==> config.mk <==
export PLATFORM = sky130hd
export DESIGN_NAME = burst_sequencer
export DESIGN_NICKNAME = d
export VERILOG_FILES = /design/src/rtl/burst_seq_pkg.sv /design/src/rtl/cmd_fifo.sv /design/src/rtl/burst_sequencer.sv
export SDC_FILE = /design/constraint.sdc
export NUM_CORES = 1
export LEC_CHECK = 0
export ABC_AREA = 1
export BUFFER_PORTS_ARGS = -buffer_cell sky130_fd_sc_hd__clkbuf_2
export CORE_MARGIN = 3
export CORE_UTILIZATION = 40
export DETAILED_ROUTE_END_ITERATION = 8
export PLACE_DENSITY = 0.65
export SETUP_SLACK_MARGIN = 0.2
export SLEW_MARGIN = 20
export SYNTH_ARGS = -nofsm -noshare
export SYNTH_HDL_FRONTEND = slang
export SYNTH_SLANG_ARGS = --single-unit
==> constraint.sdc <==
create_clock -name CLK -period 29.8 [get_ports CLK]
set_input_delay 2.98 -clock CLK [delete_from_list [all_inputs] [get_ports CLK]]
set_output_delay 2.98 -clock CLK [all_outputs]
set_load 0.02 [all_outputs]
==> src/rtl/burst_seq_pkg.sv <==
`default_nettype none
// ============================================================================
// Package  : burst_seq_pkg
// Purpose  : Shared state encoding, command record and phase helpers for the
//            burst sequencer.
// Revision : 1.0 - initial release
// ============================================================================
package burst_seq_pkg;

  localparam int c_TIME_W        = 64;
  localparam int c_CNT_W         = 32;
  localparam int c_NP_W          = 16;
  localparam int c_CMD_DEPTH     = 4;
  localparam int c_TYPE_COHERENT = 0;

  // Phase states are numbered in the order they occur inside one pulse period.
  typedef enum logic [2:0] {
    S_IDLE   = 3'd0,
    S_WAIT   = 3'd1,
    S_BLANK1 = 3'd2,
    S_IZ     = 3'd3,
    S_BLANK2 = 3'd4,
    S_PR     = 3'd5
  } state_t;

  typedef struct packed {
    logic [c_TIME_W-1:0] start;
    logic [c_NP_W-1:0]   n;
    logic [1:0]          kind;
    logic [c_CNT_W-1:0]  ti;
    logic [c_CNT_W-1:0]  tp;
    logic [c_CNT_W-1:0]  tb1;
    logic [c_CNT_W-1:0]  tb2;
  } cmd_t;

  function automatic logic [c_CNT_W-1:0] phase_len(state_t ph, cmd_t cmd);
    logic [c_CNT_W-1:0] len;
    len = '0;
    case (ph)
      S_BLANK1: len = cmd.tb1;
      S_IZ:     len = cmd.ti;
      S_BLANK2: len = cmd.tb2;
      S_PR:     len = cmd.tp;
      default:  len = '0;
    endcase
    return len;
  endfunction

  // First non-empty phase strictly after 'from'; S_IDLE when the period is exhausted.
  function automatic state_t next_phase(state_t from, cmd_t cmd);
    state_t ph;
    ph = S_IDLE;
    if (from < S_PR     && cmd.tp  != '0) ph = S_PR;
    if (from < S_BLANK2 && cmd.tb2 != '0) ph = S_BLANK2;
    if (from < S_IZ     && cmd.ti  != '0) ph = S_IZ;
    if (from < S_BLANK1 && cmd.tb1 != '0) ph = S_BLANK1;
    return ph;
  endfunction

endpackage
`default_nettype wire

==> src/rtl/cmd_fifo.sv <==
`default_nettype none
// ============================================================================
// Module   : cmd_fifo
// Purpose  : Synchronous first-word-fall-through FIFO with flush; a push into
//            a full FIFO succeeds only when a pop happens in the same cycle.
// Revision : 1.0 - initial release
// ============================================================================
module cmd_fifo #(
  parameter int WIDTH = 8,
  parameter int DEPTH = 4
) (
  input  logic             clk,
  input  logic             rst,
  input  logic             i_push,
  input  logic             i_pop,
  input  logic             i_flush,
  input  logic [WIDTH-1:0] i_wr_data,
  output logic [WIDTH-1:0] o_rd_data,
  output logic             o_full,
  output logic             o_empty
);

  localparam int c_PTR_W = $clog2(DEPTH);

  logic [WIDTH-1:0]   r_mem [DEPTH];
  logic [c_PTR_W-1:0] r_wr_ptr;
  logic [c_PTR_W-1:0] r_rd_ptr;
  logic [c_PTR_W:0]   r_count;
  logic               w_do_push;
  logic               w_do_pop;

  assign o_empty   = (r_count == '0);
  assign o_full    = r_count[c_PTR_W];
  assign o_rd_data = r_mem[r_rd_ptr];
  assign w_do_pop  = i_pop && !o_empty;
  assign w_do_push = i_push && (!o_full || w_do_pop);

  always_ff @(posedge clk) begin
    if (w_do_push) begin
      r_mem[r_wr_ptr] <= i_wr_data;
    end
  end

  always_ff @(posedge clk) begin
    if (rst || i_flush) begin
      r_wr_ptr <= '0;
      r_rd_ptr <= '0;
      r_count  <= '0;
    end else begin
      if (w_do_push) r_wr_ptr <= r_wr_ptr + c_PTR_W'(1);
      if (w_do_pop)  r_rd_ptr <= r_rd_ptr + c_PTR_W'(1);
      if (w_do_push && !w_do_pop)      r_count <= r_count + (c_PTR_W+1)'(1);
      else if (!w_do_push && w_do_pop) r_count <= r_count - (c_PTR_W+1)'(1);
    end
  end

endmodule
`default_nettype wire

==> src/rtl/burst_sequencer.sv <==
`default_nettype none
// ============================================================================
// Module   : burst_sequencer
// Purpose  : Queues timed radar commands and plays N periods of the
//            blank1 / emit / blank2 / receive train with DDS start strobes.
// Revision : 1.0 - initial release
// ============================================================================
module burst_sequencer
  import burst_seq_pkg::*;
#(
  parameter int TIME_W    = c_TIME_W,
  parameter int CNT_W     = c_CNT_W,
  parameter int NP_W      = c_NP_W,
  parameter int CMD_DEPTH = c_CMD_DEPTH
) (
  input  logic              CLK,
  input  logic              RESET,
  input  logic [TIME_W-1:0] TIME,
  input  logic              WR_DATA,
  input  logic [TIME_W-1:0] MEM_TIME_START,
  input  logic [NP_W-1:0]   MEM_N_impuls,
  input  logic [1:0]        MEM_TYPE_impulse,
  input  logic [CNT_W-1:0]  MEM_Interval_Ti,
  input  logic [CNT_W-1:0]  MEM_Interval_Tp,
  input  logic [CNT_W-1:0]  MEM_Tblank1,
  input  logic [CNT_W-1:0]  MEM_Tblank2,
  input  logic              ABORT,
  output logic              REQ_COMMAND,
  output logic              DDS_start,
  output logic              En_Iz,
  output logic              En_Pr,
  output logic              BUSY,
  output logic              LATE,
  output logic              CMD_FULL,
  output logic [NP_W-1:0]   PULSE_CNT
);

  cmd_t             w_push_cmd;
  cmd_t             w_head;
  logic             w_full;
  logic             w_empty;
  logic             w_pop;

  state_t           r_state;
  cmd_t             r_cmd;
  logic [CNT_W-1:0] r_cnt;
  logic [NP_W-1:0]  r_pulse;
  logic             r_req;
  logic             r_dds;
  logic             r_iz;
  logic             r_pr;
  logic             r_busy;
  logic             r_late;

  state_t           w_first_ph;
  state_t           w_succ_ph;
  state_t           w_enter_ph;
  logic [NP_W-1:0]  w_enter_pulse;
  logic [CNT_W-1:0] w_enter_len;
  logic             w_finish;
  logic             w_unused;

  always_comb begin
    w_push_cmd       = '0;
    w_push_cmd.start = MEM_TIME_START;
    w_push_cmd.n     = MEM_N_impuls;
    w_push_cmd.kind  = MEM_TYPE_impulse;
    w_push_cmd.ti    = MEM_Interval_Ti;
    w_push_cmd.tp    = MEM_Interval_Tp;
    w_push_cmd.tb1   = MEM_Tblank1;
    w_push_cmd.tb2   = MEM_Tblank2;
  end

  assign w_pop    = (r_state == S_IDLE) && !w_empty;
  assign w_unused = r_cmd.kind[1];

  cmd_fifo #(
    .WIDTH ($bits(cmd_t)),
    .DEPTH (CMD_DEPTH)
  ) u_cmd_fifo (
    .clk       (CLK),
    .rst       (RESET),
    .i_push    (WR_DATA),
    .i_pop     (w_pop),
    .i_flush   (ABORT),
    .i_wr_data (w_push_cmd),
    .o_rd_data (w_head),
    .o_full    (w_full),
    .o_empty   (w_empty)
  );

  // Decide which phase (if any) starts next cycle, so its window can be registered now.
  always_comb begin
    w_first_ph    = next_phase(S_WAIT, r_cmd);
    w_succ_ph     = next_phase(r_state, r_cmd);
    w_enter_ph    = S_IDLE;
    w_enter_pulse = r_pulse;
    w_finish      = 1'b0;
    case (r_state)
      S_WAIT: begin
        if (TIME == r_cmd.start) begin
          w_enter_pulse = '0;
          if (w_first_ph == S_IDLE) w_finish = 1'b1;
          else                      w_enter_ph = w_first_ph;
        end
      end
      S_BLANK1, S_IZ, S_BLANK2, S_PR: begin
        if (r_cnt == '0) begin
          if (w_succ_ph != S_IDLE) begin
            w_enter_ph = w_succ_ph;
          end else if (r_pulse < r_cmd.n - NP_W'(1)) begin
            w_enter_ph    = w_first_ph;
            w_enter_pulse = r_pulse + NP_W'(1);
          end else begin
            w_finish = 1'b1;
          end
        end
      end
      default: ;
    endcase
    w_enter_len = phase_len(w_enter_ph, r_cmd);
  end

  always_ff @(posedge CLK) begin
    if (RESET || ABORT) begin
      r_state <= S_IDLE;
      r_cnt   <= '0;
      r_pulse <= '0;
      r_req   <= 1'b0;
      r_dds   <= 1'b0;
      r_iz    <= 1'b0;
      r_pr    <= 1'b0;
      r_busy  <= 1'b0;
      r_late  <= 1'b0;
    end else begin
      r_req  <= 1'b0;
      r_dds  <= 1'b0;
      r_late <= 1'b0;
      if (w_enter_ph != S_IDLE) begin
        r_state <= w_enter_ph;
        r_cnt   <= w_enter_len - CNT_W'(1);
        r_pulse <= w_enter_pulse;
        r_iz    <= (w_enter_ph == S_IZ);
        r_pr    <= (w_enter_ph == S_PR);
        r_busy  <= 1'b1;
        r_dds   <= (w_enter_ph == S_IZ) &&
                   (!r_cmd.kind[c_TYPE_COHERENT] || (w_enter_pulse == '0));
      end else if (w_finish) begin
        r_state <= S_IDLE;
        r_pulse <= '0;
        r_iz    <= 1'b0;
        r_pr    <= 1'b0;
        r_busy  <= 1'b0;
        r_req   <= 1'b1;
      end else begin
        case (r_state)
          S_IDLE: begin
            if (!w_empty) begin
              r_cmd <= w_head;
              if (w_head.n == '0) r_req   <= 1'b1;
              else                r_state <= S_WAIT;
            end
          end
          S_WAIT: begin
            if (TIME > r_cmd.start) begin
              r_late  <= 1'b1;
              r_req   <= 1'b1;
              r_state <= S_IDLE;
            end
          end
          default: r_cnt <= r_cnt - CNT_W'(1);
        endcase
      end
    end
  end

  assign REQ_COMMAND = r_req;
  assign DDS_start   = r_dds;
  assign En_Iz       = r_iz;
  assign En_Pr       = r_pr;
  assign BUSY        = r_busy;
  assign LATE        = r_late;
  assign CMD_FULL    = w_full;
  assign PULSE_CNT   = r_pulse;

endmodule
`default_nettype wire

# Yosys cells after proc, flatten, opt, wreduce, memory -nomap -nowiden
# Memory sizes are Yosys's and may differ from the RTL's. A register that Yosys moved wholly into a read port is not among the register bits.
# Index checks and enable logic that the tools add are counted.
classes:
  n_addsub: 8
  magnitude_cmp: 6
  eq_ne: 15
  muxes: 52
  bitwise: 5
  reduce_logical: 41
op_table:
  columns: ["op", "n"]
  rows:
  - ["one-hot mux 32 bit (4 select lines)", 1]
  - ["nonzero test 32 bit", 4]
  - ["2-to-1 mux 16 bit", 6]
  - ["2-to-1 mux 32 bit", 3]
  - ["equality test 64 bit", 1]
  - ["> comparator 64 bit", 1]
  - ["subtractor 32 x 1 -> 32 bit, second input constant", 2]
  - ["2-to-1 mux 3 bit", 20]
  - ["zero test 16 bit", 2]
  - ["zero test 32 bit", 1]
  - ["one-hot mux 16 bit (2 select lines)", 1]
  - ["adder 16 x 1 -> 16 bit, second input constant", 1]
  - ["< comparator 16 bit", 1]
  - ["subtractor 16 x 1 -> 16 bit, second input constant", 1]
  - ["2-to-1 mux 1 bit", 15]
  - ["equality test 3 x 2 -> 1 bit, second input constant", 4]
  - ["equality test 3 bit, second input constant", 4]
  - ["!= test 4 bit, second input constant", 3]
  - ["one-hot mux 3 bit (2 select lines)", 2]
  - ["logical AND 1 bit", 10]
  - ["zero test 3 bit", 3]
  - ["OR reduction 4 bit", 2]
  - ["< comparator 3 x 2 -> 1 bit, second input constant", 2]
  - ["< comparator 3 bit, second input constant", 2]
  - ["17 further kinds", 35]
word_totals:
  reg_bits: 273
  ramBits: 840
  output_inout_bits: 23
  memories: 1
mem_list:
  columns: ["memory", "words", "width", "read_ports", "rd_clocked_by_memory_dff", "write_ports", "line_no", "source"]
  rows:
  - ["u_cmd_fifo.r_mem", 4, 210, 1, 1, 1, "cmd_fifo.sv:25", "logic [WIDTH-1:0] r_mem [DEPTH];"]

# Logic depth before layout (Yosys ltp)
# Gate-level depths: netlist of the first run.
logic_depth:
  word_depth: 14
  mapped_depth: 40
  ltp_nobuf: 39

# By module
# A second synthesis of the first run with hierarchy kept.
unflattened:
  hier_cells: 3890
  hier_area_um2: 46783.6
by_module_without_submodules:
  columns: ["module", "instances", "cells_each", "area_each_um2", "seq_area_each_um2"]
  rows:
  - ["cmd_fifo", 1, 2098, 31706.7, 25404.4]
  - ["burst_sequencer", 1, 1792, 15077.0, 7417.1]

# Least setup slack after synthesis of the first run
# Ideal clock, no wire load.
synth_path:
  path_kind: "input-to-reg"
  startpoint: "in TIME[63]"
  endpoint: "reg r_cmd[0] (netlist bit), enable pin"
  setup_ns: 0.781
  arrival_ns: 13.066
  path_slack_ns: 15.953
  cell_stages: 15
  n_path_buf: 1
  cell_sequence: "ha_1 > nand2_1 > nor2_1 > nand2_1 > nor3_2 > nand2_1 > nor2_2 > nand2_2 > inv_2 > nand2_2 > nand2_8 > nor2_4 > buf_2 > nand2_1 > nor2_1"
synth_between:
  elab_chain_len: 6
synth_lines:
  columns: ["element", "line_no", "source"]
  rows:
  - ["start, declared", "burst_sequencer.sv:18", "input logic [TIME_W-1:0] TIME,"]
  - ["equality test 64 bit *", "burst_sequencer.sv:101", "if (TIME == r_cmd.start) begin"]
  - ["2-to-1 mux 3 bit", "burst_sequencer.sv:101", null]
  - ["one-hot mux 3 bit (2 select lines)", "burst_sequencer.sv:99", "case (r_state)"]
  - ["nonzero test 3 bit", "burst_sequencer.sv:139", "if (w_enter_ph != S_IDLE) begin"]
  - ["NOT 1 bit (no source line)", null, null]
  - ["AND reduction 5 bit (no source line) *", null, null]
  - ["end signal, assigned", "burst_sequencer.sv:159", "r_cmd <= w_head;"]
  - ["end, declared", "burst_sequencer.sv:45", "cmd_t r_cmd;"]
# Mark *: on every way between the ends. The rest lies on a longest branch, timed or not.
# A chain may end at the register's enable or synchronous reset.

# Worst setup path in the final report of the first run
layout_path:
  startpoint: "in TIME[7]"
  endpoint: "reg r_cnt[16]"
layout_between:
  elab_chain_len: 7
layout_lines:
  columns: ["element", "line_no", "source"]
  rows:
  - ["equality test 64 bit *", "burst_sequencer.sv:101", null]
  - ["2-to-1 mux 3 bit", "burst_sequencer.sv:101", null]
  - ["one-hot mux 3 bit (2 select lines)", "burst_sequencer.sv:99", null]
  - ["equality test 3 bit / equality test 3 x 2 -> 1 bit (equally long branches)", "burst_seq_pkg.sv:39", "case (ph)"]
  - ["one-hot mux 32 bit (4 select lines)", "burst_seq_pkg.sv:39", null]
  - ["subtractor 32 x 1 -> 32 bit", "burst_sequencer.sv:141", "r_cnt <= w_enter_len - CNT_W'(1);"]
  - ["2-to-1 mux 32 bit", "burst_sequencer.sv:139", null]
  - ["end signal, assigned", "burst_sequencer.sv:141", null]
  - ["end signal, assigned", "burst_sequencer.sv:171", "default: r_cnt <= r_cnt - CNT_W'(1);"]
  - ["end, declared", "burst_sequencer.sv:46", "logic [CNT_W-1:0] r_cnt;"]
# Marked as above.

==> flow_summary.yaml, run 1 <==
worst_setup_path:
  setup.worst_path.start: "TIME[7]"
  arrival_ns: 8.20
  critPathTopFamily: "simple AND/OR/NAND/NOR gates"
  regToRegEndpoint: "r_cnt[16]$_SDFFE_PP0P_"
  cp_num_cells: 19
  crit_type: "in -> reg"
  crit_buf_inv: 5
  startpoint_type: "input pin"
  r2r_cells: 27
  r2r_start: "r_cmd[130]$_DFFE_PP_"
  regToRegSetupSlack_ns: 23.35
  crit_chain: "clkbuf_2 -> ha_1 -> nand2_1 -> nor2_1 -> nand4_1 -> nor2_1 -> nand2_1 -> nor2_2 -> nand2_2 -> inv_2 -> nand2_2 -> nand2_8 -> nor2_4 -> inv_2 -> a21oi_2 -> inv_2 -> or2_2 -> nand3_1 -> inv_1"
  cp_max_fo: 56
  path_common_cell: "inv_2"
  worstSetupEndpointType: "flop"
  cp_data_required_time_ns: 30.39
  slowest_stage: "nor2_4"
  slowest_delay_ns: 0.81
  critical_path.endpoint: "r_cnt[16]$_SDFFE_PP0P_"
grt:
  grt_antenna_before_repair: 21
  grt_overflow: 0
  grt_max_degree: 220
  grt_pass1_vias: 27800
  track_usage_pct: 18.9
  grt_pass1_wl_mm: 170
clock_tree:
  cts_setup_buffers: 0
  clkSlewWorstSetupHoldPaths_ns: 0.06
  clk_latency_ns: 0.70
  clockBufferDepth: 3
  cts-root-buf: "clkbuf_16"
  cts_hold_buf: 0
  cts_resized: 0
  cts_made_buffers: 115
  cts_tree: "yes"
  ctsHtreeMaxLevel: 3
  clkSinkCount: 1111
placement:
  dp.cells: 5447
  gp_congestion: 0.921
  port_buffers: 299
  dp_hpwl_mm: 71.8
routing:
  first_pass_iters: 7
  drtAntennaViolNets: 0
  vias_per_cell: 5.22
  vias: 29700
  wl_per_cell_microns: 20.2
  drc: 0
  routed_wirelength_mm: 115
  drt-initial-drc-count: 2263
run:
  drv_cap: 0
cells_and_area:
  instances_no_fill: 5687
  utilization_pct: 46.6
  layout.nets: 4430
  layout_commonest_cell: "edfxtp_1"
  final_cell_mix: "1045 x edfxtp_1, 635 x nor2_1, 492 x o21ai_0, 387 x nand2_1, 299 x clkbuf_2"
  syn2layout_area_growth_pct: 15.1
  drive_gt1_share_pct: 14.4
  fillers: 10100
synth:
  netlist_instances: 3797
  ys_warn_count: 0
  synth_area_per_cell_sq_um: 12.1
  synthesis.area_sq_um: 45800
  ys_seq_area_share_pct: 71.4
  synth_flop_cell: "edfxtp_1"
  synth_cell_types: 54
  synth_fp_nets: 4163
  synth_edf_count: 1045
  async_flop_share_pct: 0
  ys_ff_latch: 1111
timing:
  final-max-slew-violation-count: 0
  period_needed_ns: 7.61
  setup-violations-final: 0
  slew_headroom_pct: 25.8
  finalSetupTns_ns: 0
  rsz0062_at_grt: "false"
  hold_viol: 0
  max_freq_mhz: 131
  period_share_pct: 25.5
  tightestPinTransition_ns: 1.11
  whs_ns: 0.467
  worst_clock_skew_ns: 0.0437
power_and_ir_drop:
  leakagePower_nw: 19.4
  ir_worst_vdd_mv: 0.0946
  powerDensity_nw_per_um2: 91.7
  fin_total_pwr_mw: 4.84
min_path:
  worstHoldPathType: "reg -> reg"
die:
  floorplan.initialDensity_pct: 40.5
  rows: 123
  coreArea_sq_um: 113000
  die_h_microns: 344
  dieArea_sq_um: 119000
  die_w_microns: 344
  io_pins: 301
status:
  status: "finished clean"
metal layers:
layer	up-vias	routed length, microns	track usage [%]
li1	14200	-	-
met1	14500	48400	25.0
met5	-	47	0
met3	154	6730	3.37
met2	772	56600	31.8
met4	6	2940	5.29
stage by stage:
stage | setup WS, ns | cell area (sq um)
final | 22.19 | 52700
after global routing | 21.92 | 52700
after CTS | 22.33 | 52700
after detailed placement | 21.58 | 48800
after global placement | 21.58 | 48800
after floorplan | 15.95 | 45800
kinds of logic (layout without fill, tap and decap cells):
| family | count (synthesis) | in the layout | synth area share, % |
|---|---|---|---|
| other | 0 | 23 | 0 |
| muxes | 1 | 1 | 0.0218 |
| buffers and inverters | 435 | 802 | 3.77 |
| AOI/OAI and AO/OA | 824 | 824 | 9.75 |
| adders and majority gates | 88 | 88 | 2.42 |
| and+or+nand+nor | 1320 | 1320 | 12.3 |
| DFF | 1111 | 1111 | 71.4 |
| xor gates and xnor gates | 18 | 18 | 0.344 |
where the power goes:
part	switching, mW	internal (mW)	total (mW)
Sequential	0.0575	1.87	1.93
Combinational	1.04	0.406	1.44
Clock	0.595	0.867	1.46
Total	1.69	3.15	4.84
flip-flops by register name, indices dropped and copies added (netlist names), named ones only:
signal	count
u_cmd_fifo.r_mem	836
r_cmd	209
r_cnt	32
PULSE_CNT	16
r_state	3
u_cmd_fifo.r_count	3
u_cmd_fifo.r_rd_ptr	2
u_cmd_fifo.r_wr_ptr	2
BUSY	1
DDS_start	1
En_Iz	1
En_Pr	1
LATE	1
REQ_COMMAND	1
layout make-up:
type / count / area [sq um] / share of cell area [%]
Inverter: 256 / 976 / 1.85
Antenna cell: 23 / 57.6 / 0.109
Clock inverter: 74 / 848 / 1.61
Timing Repair Buffer: 329 / 1780 / 3.38
Sequential cell: 1111 / 32700 / 62.0
Tap cell: 1500 / 1880 / 3.56
Clock buffer: 143 / 3050 / 5.79
Multi-Input combinational cell: 2251 / 11400 / 21.7
worst reg2reg max path, stage by stage, from the launching register on:
cell and delay, ns:
edfxtp_1 0.39, inv_1 0.09, ha_1 0.18, nand2_1 0.09
nor3_1 0.27, nand2_1 0.13, inv_1 0.07, nand2_1 0.07
or3_1 0.35, nor3_1 0.20, xnor2_1 0.11, ha_1 0.28
nand2_1 0.05, inv_1 0.05, nand3_1 0.08, nor3_1 0.19
nand2_1 0.13, nand3_1 0.09, nand2_1 0.07, nand2_2 0.13
nand2_8 0.22, nor2_4 0.82, inv_2 0.48, a21oi_2 0.64
inv_2 0.56, or2_2 0.51, nand3_1 0.08, inv_1 0.04
Yosys cell counts (8+ instances only):
master / number / area, sq um
nor2_1: 641 / 2410
inv_1: 233 / 875
nor3_1: 16 / 80.1
nand3_1: 135 / 676
edfxtp_1: 1045 / 31400
inv_2: 14 / 52.6
nand2_1: 387 / 1450
xor2_1: 14 / 123
buf_2: 16 / 80.1
o21ai_1: 10 / 50.1
nand2_2: 14 / 87.6
a21oi_1: 83 / 415
o22ai_1: 214 / 1340
o21ai_0: 492 / 2460
nand4_1: 63 / 394
nor4_1: 10 / 62.6
dfxtp_1: 66 / 1320
clkinv_1: 8 / 30.0
clkbuf_1: 145 / 544
nor2_2: 21 / 131
ha_1: 87 / 1090
buf_6: 8 / 90.1
how the worst min path moves through the flow:
stage | end | start | cells past startpoint
after floorplan | DDS_start$_SDFF_PP0_ | r_cmd[128]$_DFFE_PP_ | 1
after global placement | flop | u_cmd_fifo.r_rd_ptr[1]$_SDFFE_PP0P_ | 2
after detailed placement | flop | u_cmd_fifo.r_rd_ptr[1]$_SDFFE_PP0P_ | 2
after CTS | flop | u_cmd_fifo.r_rd_ptr[1]$_SDFFE_PP0P_ | 2
after global routing | En_Iz$_SDFFE_PP0P_ | En_Iz$_SDFFE_PP0P_ | 2
final | En_Iz$_SDFFE_PP0P_ | En_Iz$_SDFFE_PP0P_ | 2
No activity file was read; power rests on OpenSTA's default activity.
==> run 2: changes to the inputs <==
==> constraint.sdc (replaced) <==
create_clock -name CLK -period 7.4 [get_ports CLK]
set_input_delay 0.74 -clock CLK [delete_from_list [all_inputs] [get_ports CLK]]
set_output_delay 0.74 -clock CLK [all_outputs]
set_load 0.02 [all_outputs]
==> run 2 against run 1 <==
Critical path depth is 20 higher. Total power grew to 4.0 times the previous value. Design area is 0.14% higher. Utilization is 0.068 points higher. Via count is 0.18% higher. Setup slack worse by 21 ns. Clock power grew to 4.0 times the previous value. Die area stayed put. Sequential share of layout area is 0.090 points lower. Wire length is 0.39% higher. Flip-flop and latch count stayed put. Non-clock buffer count is 2 higher. Critical endpoint is now r_cnt[24]$_SDFFE_PP0P_. Highest routed layer unchanged.
==> flow_summary.yaml, run 2 (synthesis gave the netlist of run 1 again) <==
worst_setup_path:
  cp_num_cells: 39
  r2r_start: "r_cmd[130]$_DFFE_PP_"
  slowest_stage: "edfxtp_1"
  startpoint_type: "flop"
  worstSetupEndpointType: "flop"
  crit_buf_inv: 7
  crit_type: "reg -> reg"
  slowest_delay_ns: 0.38
  regToRegSetupSlack_ns: 1.49
  r2r_cells: 39
  cp_data_required_time_ns: 8.00
  regToRegEndpoint: "r_cnt[24]$_SDFFE_PP0P_"
  path_common_cell: "nand2_1"
  cp_max_fo: 33
  critPathTopFamily: "simple AND/OR/NAND/NOR gates"
  arrival_ns: 6.51
routing:
  routed_wirelength_mm: 115
  drt-initial-drc-count: 2555
  vias_per_cell: 5.23
  first_pass_iters: 7
  wl_per_cell_microns: 20.3
  vias: 29700
  drtAntennaViolNets: 0
  drc: 0
timing:
  setup_ws_ns: 1.49
  max_freq_mhz: 169
  period_needed_ns: 5.91
  period_share_pct: 79.9
  hold_viol: 0
  final-max-slew-violation-count: 0
  setup-violations-final: 0
  whs_ns: 0.247
  slew_headroom_pct: 35.1
  finalSetupTns_ns: 0
  worst_clock_skew_ns: 0.0367
  tightestPinTransition_ns: 0.974
  rsz0062_at_grt: "false"
die:
  dieArea_sq_um: 119000
  rows: 123
  floorplan.initialDensity_pct: 40.5
  coreArea_sq_um: 113000
  die_w_microns: 344
  io_pins: 301
  die_h_microns: 344
grt:
  grt_max_degree: 201
  track_usage_pct: 19.0
  grt_overflow: 0
  grt_pass1_wl_mm: 170
  grt_pass1_vias: 27700
  grt_antenna_before_repair: 31
min_path:
  hp-start: "MEM_Interval_Tp[5]"
  holdPathStages: 1
  holdPathEnd: "u_cmd_fifo.r_mem[1][69]$_DFFE_PP_"
  worstHoldPathType: "in -> reg"
placement:
  pre_cts_slack_ns: 1.56
  port_buffers: 299
  dp_hpwl_mm: 72.6
  gp_congestion: 0.924
cells_and_area:
  fillers: 10100
  top_regs: "u_cmd_fifo.r_mem x836, r_cmd x209, r_cnt x32"
  layout_commonest_cell: "edfxtp_1"
  drive_gt1_share_pct: 14.5
  top_register: "u_cmd_fifo.r_mem"
  final_cell_mix: "1045 x edfxtp_1, 635 x nor2_1, 492 x o21ai_0, 387 x nand2_1, 299 x clkbuf_2"
  seq_area_sq_um: 32700
  utilization_pct: 46.7
  largest_reg_flops: 836
  multi_input_area_sq_um: 11400
  syn2layout_area_growth_pct: 15.3
  layout.nets: 4431
clock_tree:
  cts_tree: "yes"
  cts_setup_buffers: 0
  ctsHtreeMaxLevel: 3
  cts-root-buf: "clkbuf_16"
  clkSinkCount: 1111
  clockBufferDepth: 3
  cts_made_buffers: 114
  clkSlewWorstSetupHoldPaths_ns: 0.07
  clk_latency_ns: 0.70
  cts_resized: 0
  cts_hold_buf: 0
status:
  status: "finished clean"
power_and_ir_drop:
  ir_worst_vdd_mv: 0.356
  powerDensity_nw_per_um2: 370
  leakagePower_nw: 19.4
run:
  drv_cap: 0
## run 2: changes by cell type in the layout (fill, tap and decap cells not counted), moves of 3 or more
cell | previous run | this run
clkinvlp_4 | 6 | 12
clkbuf_8 | 7 | 2
clkbuf_1 | 21 | 18
clkinv_1 | 27 | 23
buf_12 | 5 | 9
clkbuf_16 | 115 | 118
clkinv_2 | 23 | 20
## run 2: metrics by stage
step / std cells / area (sq um) / power, mW
after floorplan: 3797 / 45800 / 12.0
after global placement: 5449 / 48800 / 13.6
after detailed placement: 5449 / 48800 / 13.6
after CTS: 5662 / 52800 / 19.6
after global routing: 5677 / 52800 / 20.6
final: 5683 / 52800 / 19.5
## run 2: final cells by class
type                       count  area share, %
timing repair buffer         331           3.50
clock inverter                75           1.64
multi-input combinational   2251           21.7
inverter                     256           1.85
antenna                       21         0.0995
tap                         1500           3.55
sequential                  1111           61.9
clock buffer                 138           5.77
## run 2: where the power goes
| group | internal, mW | switching, mW | leakage [nW] |
|---|---|---|---|
| registers | 7.54 | 0.243 | 10.1 |
| clock network | 3.51 | 2.41 | 1.89 |
| logic | 1.66 | 4.18 | 7.40 |
| total | 12.7 | 6.83 | 19.4 |
## run 2: worst reg2reg max path: cells and delay by family, from the launching register on
family / cells / cell delay (ns)
simple gates: 27 / 3.79
buf+inv: 7 / 0.63
fa+ha+maj: 3 / 0.62
flops: 1 / 0.38
xor+xnor: 1 / 0.15
compound gates: 1 / 0.25
## run 2: routing by layer
layer  global-route usage [%]  share of wire [%]  vias up
met4                     6.14                2.5       16
met2                     31.5                 49      802
met3                     3.70                6.2      182
li1                         -                  -    14200
met1                     25.2                 42    14500
met5                        0               0.11        -
## run 2: how the worst max path moves through the flow
stage	startpoint	endpoint	slack [ns]
after global routing	r_cmd[130]$_DFFE_PP_	r_cnt[24]$_SDFFE_PP0P_	0.95
after detailed placement	r_cmd[130]$_DFFE_PP_	r_cnt[24]$_SDFFE_PP0P_	1.56
after CTS	r_cmd[130]$_DFFE_PP_	r_cnt[24]$_SDFFE_PP0P_	1.50
final	r_cmd[130]$_DFFE_PP_	r_cnt[24]$_SDFFE_PP0P_	1.49
after global placement	r_cmd[130]$_DFFE_PP_	r_cnt[24]$_SDFFE_PP0P_	1.57
after floorplan	WR_DATA	u_cmd_fifo.r_mem[0][0]$_DFFE_PP_	-2.98
